$ cat src/rtl/wb_unit_pkg.sv
// wb_unit_pkg: shared constants for the writeback stage.
//   Load funct3 encodings, the zero register index and the register
//   address/data widths used by wb_unit and load_extract.
package wb_unit_pkg;

    localparam int REG_ADDR_W = 5;
    localparam int REG_DATA_W = 32;

    localparam logic [2:0] F3_LB  = 3'b000;
    localparam logic [2:0] F3_LH  = 3'b001;
    localparam logic [2:0] F3_LW  = 3'b010;
    localparam logic [2:0] F3_LBU = 3'b100;
    localparam logic [2:0] F3_LHU = 3'b101;

    localparam logic [REG_ADDR_W-1:0] ZERO_REG  = '0;
    localparam logic [REG_DATA_W-1:0] ZERO_WORD = '0;

endpackage

$ cat src/rtl/wb_unit_load_extract.sv
// load_extract: combinational byte/half/word extraction of a load response.
//   raw    in  XLEN  aligned memory word
//   off    in  2     byte offset addr[1:0]
//   funct3 in  3     load type
//   data   out XLEN  extended load value
//   err    out 1     unsupported funct3 or misaligned half/word
module load_extract
    import wb_unit_pkg::*;
#(
    parameter int XLEN = 32
) (
    input  logic [XLEN-1:0] raw,
    input  logic [1:0]      off,
    input  logic [2:0]      funct3,
    output logic [XLEN-1:0] data,
    output logic            err
);

    logic [7:0]  byte_sel;
    logic [15:0] half_sel;

    always_comb begin
        byte_sel = raw[{off, 3'b000} +: 8];
        half_sel = raw[{off[1], 4'b0000} +: 16];
        data     = '0;
        err      = 1'b0;
        case (funct3)
            F3_LB:  data = {{(XLEN-8){byte_sel[7]}}, byte_sel};
            F3_LBU: data = {{(XLEN-8){1'b0}}, byte_sel};
            F3_LH: begin
                data = {{(XLEN-16){half_sel[15]}}, half_sel};
                err  = off[0];
            end
            F3_LHU: begin
                data = {{(XLEN-16){1'b0}}, half_sel};
                err  = off[0];
            end
            F3_LW: begin
                data = raw;
                err  = (off != 2'b00);
            end
            default: err = 1'b1;
        endcase
    end

endmodule

$ cat src/rtl/wb_unit.sv
// wb_unit: writeback stage, sole driver of the register file write port.
//   Merges EX results (alu_*) and LSU load responses (lsu_*), LSU first.
//   Tracks a pending-load busy mask and an outstanding-load count.
//   clk, rst (async, active-high)
//   alu_valid/alu_ready/alu_we/alu_rd/alu_data/alu_pc   EX result channel
//   ld_issue_valid/ld_issue_ready/ld_issue_rd           load issue tracking
//   lsu_valid/lsu_rd/lsu_raw/lsu_off/lsu_funct3/lsu_pc  load response
//   busy_mask                                           pending-load registers
//   rd_we/rd_waddr/rd_wdata                             regfile write port (registered)
//   lsu_err                                             one-cycle bad-load pulse
// Optional build macro WB_COMMIT_EN adds commit_valid/commit_pc and a 64-bit
// retired-instruction counter (commit_count) for difftest.
module wb_unit
    import wb_unit_pkg::*;
#(
    parameter int XLEN            = 32,
    parameter int NREG            = 32,
    parameter int MAX_OUTSTANDING = 4
) (
    input  logic                    clk,
    input  logic                    rst,
    input  logic                    alu_valid,
    output logic                    alu_ready,
    input  logic                    alu_we,
    input  logic [$clog2(NREG)-1:0] alu_rd,
    input  logic [XLEN-1:0]         alu_data,
    input  logic [31:0]             alu_pc,
    input  logic                    ld_issue_valid,
    output logic                    ld_issue_ready,
    input  logic [$clog2(NREG)-1:0] ld_issue_rd,
    input  logic                    lsu_valid,
    input  logic [$clog2(NREG)-1:0] lsu_rd,
    input  logic [XLEN-1:0]         lsu_raw,
    input  logic [1:0]              lsu_off,
    input  logic [2:0]              lsu_funct3,
    input  logic [31:0]             lsu_pc,
    output logic [NREG-1:0]         busy_mask,
    output logic                    rd_we,
    output logic [$clog2(NREG)-1:0] rd_waddr,
    output logic [XLEN-1:0]         rd_wdata,
`ifdef WB_COMMIT_EN
    output logic                    commit_valid,
    output logic [31:0]             commit_pc,
    output logic [63:0]             commit_count,
`endif
    output logic                    lsu_err
);

    localparam int CNT_W = $clog2(MAX_OUTSTANDING + 1);
    localparam int RA_W  = $clog2(NREG);

    logic [CNT_W-1:0] out_cnt, out_cnt_nxt;
    logic [NREG-1:0]  busy_nxt;
    logic             alu_accept, ld_issue;
    logic [XLEN-1:0]  ld_data;
    logic             ld_err;
    logic             wr_en;
    logic [RA_W-1:0]  wr_addr;
    logic [XLEN-1:0]  wr_data;

    load_extract #(.XLEN(XLEN)) u_extract (
        .raw    (lsu_raw),
        .off    (lsu_off),
        .funct3 (lsu_funct3),
        .data   (ld_data),
        .err    (ld_err)
    );

    // LSU responses cannot be back-pressured, so they always win the port.
    assign alu_ready      = !lsu_valid;
    assign alu_accept     = alu_valid && !lsu_valid;
    // A same-cycle response frees a slot, so an issue may proceed at the limit.
    assign ld_issue_ready = (out_cnt < CNT_W'(MAX_OUTSTANDING)) || lsu_valid;
    assign ld_issue       = ld_issue_valid && ld_issue_ready;

    always_comb begin
        wr_en   = 1'b0;
        wr_addr = rd_waddr;
        wr_data = rd_wdata;
        if (lsu_valid) begin
            wr_en   = (lsu_rd != RA_W'(ZERO_REG)) && !ld_err;
            wr_addr = lsu_rd;
            wr_data = ld_data;
        end else if (alu_accept) begin
            wr_en   = alu_we && (alu_rd != RA_W'(ZERO_REG));
            wr_addr = alu_rd;
            wr_data = alu_data;
        end
    end

    // Clear first, then set, so a same-cycle reissue keeps the register busy.
    always_comb begin
        busy_nxt = busy_mask;
        if (lsu_valid)
            busy_nxt[lsu_rd] = 1'b0;
        if (ld_issue)
            busy_nxt[ld_issue_rd] = 1'b1;
        busy_nxt[ZERO_REG] = 1'b0;
    end

    // A response with nothing outstanding saturates at zero instead of wrapping.
    always_comb begin
        out_cnt_nxt = out_cnt;
        case ({ld_issue, lsu_valid})
            2'b10: out_cnt_nxt = out_cnt + 1'b1;
            2'b01: out_cnt_nxt = (out_cnt == '0) ? '0 : out_cnt - 1'b1;
            default: out_cnt_nxt = out_cnt;
        endcase
    end

    always_ff @(posedge clk or posedge rst) begin
        if (rst) begin
            rd_we     <= 1'b0;
            rd_waddr  <= '0;
            rd_wdata  <= '0;
            lsu_err   <= 1'b0;
            busy_mask <= '0;
            out_cnt   <= '0;
        end else begin
            rd_we     <= wr_en;
            lsu_err   <= lsu_valid && ld_err;
            busy_mask <= busy_nxt;
            out_cnt   <= out_cnt_nxt;
            if (wr_en) begin
                rd_waddr <= wr_addr;
                rd_wdata <= wr_data;
            end
        end
    end

`ifdef WB_COMMIT_EN
    logic accept;
    assign accept = lsu_valid || alu_accept;

    always_ff @(posedge clk or posedge rst) begin
        if (rst) begin
            commit_valid <= 1'b0;
            commit_pc    <= '0;
            commit_count <= '0;
        end else begin
            commit_valid <= accept;
            if (accept) begin
                commit_pc    <= lsu_valid ? lsu_pc : alu_pc;
                commit_count <= commit_count + 64'd1;
            end
        end
    end
`else
    logic unused_pc;
    assign unused_pc = ^{alu_pc, lsu_pc};
`endif

endmodule

$ cat config.mk
export PLATFORM = sky130hd
export DESIGN_NAME = wb_unit
export DESIGN_NICKNAME = d
export VERILOG_FILES = /design/src/rtl/wb_unit_pkg.sv /design/src/rtl/wb_unit_load_extract.sv /design/src/rtl/wb_unit.sv
export SDC_FILE = /design/constraint.sdc
export NUM_CORES = 1
export LEC_CHECK = 0
export BUFFER_PORTS_ARGS = -buffer_cell sky130_fd_sc_hd__buf_4
export CAP_MARGIN = 20
export CORE_MARGIN = 5
export CORE_UTILIZATION = 49
export DETAILED_ROUTE_END_ITERATION = 6
export PLACE_DENSITY = 0.86
export SETUP_SLACK_MARGIN = 0.05
export SYNTH_ARGS = -nofsm -noshare
export SYNTH_HDL_FRONTEND = slang
export SYNTH_SLANG_ARGS = --single-unit
$ cat constraint.sdc
create_clock -name clk -period 4.05 [get_ports clk]
set_input_delay 0.2025 -clock clk [delete_from_list [all_inputs] [get_ports clk]]
set_output_delay 0.2025 -clock clk [all_outputs]
set_load 0.01 [all_outputs]
==> metrics.yaml <==
drc_errors: 0
grt_max_degree: 40
grt_pass1_vias: 4162
slew_violations: 0
r2r_start: "out_cnt[2]"
cts_resized: 0
powerDensity_nw_per_um2: 420
worst_hold_path_type: "primary input to flip-flop"
final_util_pct: 66.3
post_drt_wl_per_cell_um: 20.6
cp-endpoint: "rd_wdata[27]"
syn-num-nets: 571
worstPathMaxFanout: 39
synth.avg_cell_area_um2: 10.4
ff2ff_path_depth: 5
min_period_over_period_pct: 57.1
cts.sinks: 73
critPathLaunch: "lsu_valid"
initial_utilization_pct: 49.8
cpPeakStageDelay_ns: 0.82
insertion_delay_ns: 0.35
vias: 4086
fin_setup_tns_ns: 0
ys.flop_type: "dfrtp_1"
fmax_mhz: 433
arrival_ns: 2.55
totalWireLength_um: 13800
place_congestion: 0.901
timing.rr.end: "busy_mask[28]"
power.leakage_nw: 2.64
netlist_instances: 412
worstPathRequired_ns: 4.29
hold_depth: 3
ant_nets: 0
htree_levels: 3
cts_root_buffer: "clkbuf_8"
yosys_warnings: 0
core_um2: 8640
setup_viol: 0
rrSetupSlack_ns: 2.46
worstMarginPinSlew_ns: 1.02
fin_nets: 718
final_area_um2: 5720
cts_setup_buffers: 0
synthTopCellsByArea: "dfrtp_1 (43%), o21ai_0 (8.7%), mux2_2 (6.3%)"
ys_seq_area_share_pct: 42.5
cts_buffer_depth: 2
postCtsHoldBufs: 1
synth_top_area_share_pct: 42.5
yosysUniqueCellTypes: 45
place_area_um2: 5530
synth-edff-count: 0
grt.total_usage_pct: 24.7
chipHeight_um: 104
ir_worst_vdd_mv: 0.221
crit_chain: "buf_4 > inv_1 > o2111a_1 > a21o_2 > mux2_2"
drive_gt1_share_pct: 40.4
synth_area_um2: 4300
ys_ff_latch: 73
cts_inserted_buffers: 9
hold_violations: 0
gr-total-overflow: 0
synth_top_area_cell: "dfrtp_1"
num_antenna_cells: 0
finalCriticalPeriod_ns: 2.31
cp-start-kind: "primary input"
status: "completed"
fin_skew_ns: 0.00817
tritoncts: "yes"
slew_headroom_pct: 31.8
place_hpwl_um: 10300
port_buffers: 161
ios: 227
grt_pass1_wl_um: 21900
drt_iter0_drc: 258
async_flop_share_pct: 100
rsz0062_at_grt: "no"
drv_cap: 0
dp_cells: 655
crit_slowest_cell: "a21o_2"
worstSetupPathType: "primary input to flip-flop"
endpoint_kind: "flip-flop"
area_growth_pct: 33.2
die_w_um: 104
first_pass_iters: 5
viasPerCell: 6.08
layoutNonFillerInstCount: 672
antenna_found_initial: 0
num_rows: 34
clkTransAtPathRegs_ns: 0.08
dieArea_um2: 10700
cells by family (layout without fill, tap and decap cells):
| family | count (synthesis) | count (layout) | synth area share, % |
|---|---|---|---|
| buffers and inverters | 36 | 188 | 4.05 |
| AOI/OAI and AO/OA | 165 | 165 | 25.7 |
| other | 1 | 1 | 0.0873 |
| adders and majority gates | 5 | 5 | 1.46 |
| muxes | 55 | 55 | 15.2 |
| DFF | 73 | 73 | 42.5 |
| and+or+nand+nor | 77 | 77 | 11.0 |
worst max-delay path: cells and delay by family:
family	cells	cell delay (ns)
compound gates	2	1.25
buf+inv	2	0.63
mux	1	0.42
through the flow:
step	hold slack [ns]	total power, mW	setup WS (ns)
2_1_floorplan	0.388	1.42	1.99
3_3_place_gp	0.487	1.82	1.41
3_5_place_dp	0.250	1.86	1.34
4_1_cts	0.185	2.41	1.73
5_1_grt	0.209	2.53	1.60
6_report	0.199	2.40	1.74
power by group:
group / total, mW / internal (mW) / switching [mW]
Sequential: 1.01 / 0.898 / 0.108
Combinational: 0.844 / 0.442 / 0.403
Clock: 0.551 / 0.234 / 0.317
routing by layer:
layer / vias up / part of all wire (%) / track usage [%]
met4: 0 / 2.2 / 8.34
met3: 29 / 11 / 7.28
met2: 241 / 49 / 40.0
met5: - / 0 / 0
li1: 1861 / - / -
met1: 1955 / 38 / 31.5
flip-flops by register name, summed over array words and instances, names as in the netlist:
signal	cells
rd_wdata	32
busy_mask	31
rd_waddr	5
out_cnt	3
lsu_err	1
rd_we	1
worst min path at each step:
stage / from / end / slack [ns]
4_1_cts: lsu_raw[1] / rd_wdata[1] / 0.18
3_5_place_dp: rst / busy_mask[29] / 0.25
5_1_grt: alu_rd[0] / rd_waddr[0] / 0.21
2_1_floorplan: ld_issue_rd[3] / busy_mask[10] / 0.39
6_report: lsu_raw[2] / rd_wdata[2] / 0.20
3_3_place_gp: busy_mask[16] / busy_mask[16] / 0.49
cell type report:
class,instances,area [um^2]
timing repair buffer,165,1250
inverter,7,26.3
sequential,73,1830
multi-input combinational,303,2300
clock inverter,7,61.3
fill,671,2910
clock buffer,9,124
tap,108,135
layout by cell type, fill, tap and decap left out, types with 9 or more instances in the layout:
master and count:
nand2_1 9, o21ai_0 75, mux2_4 12, clkbuf_8 9
dfrtp_1 73, nand2b_1 28, mux2_2 24, buf_4 163
mux2i_1 18, a32oi_1 24, a21boi_0 24, nand3b_1 10
cells in the mapped netlist (2+ instances only):
cell and count:
o21ai_0 75, dfrtp_1 73, nand2b_1 28, a21boi_0 24
a32oi_1 24, mux2_2 24, clkbuf_1 19, mux2i_1 18
mux2_4 12, nand3b_1 10, nand2_1 9, a211oi_1 8
a31oi_1 8, a22oi_1 7, inv_1 7, o22a_1 7
nor2_1 6, ha_1 5, or3_1 5, buf_2 4
buf_6 4, nand3_1 4, a21oi_1 3, a21o_1 2
nor2b_1 2, nor3b_1 2, o32a_1 2, or2_2 2
or3b_2 2
No activity file was read; power rests on OpenSTA's default activity.
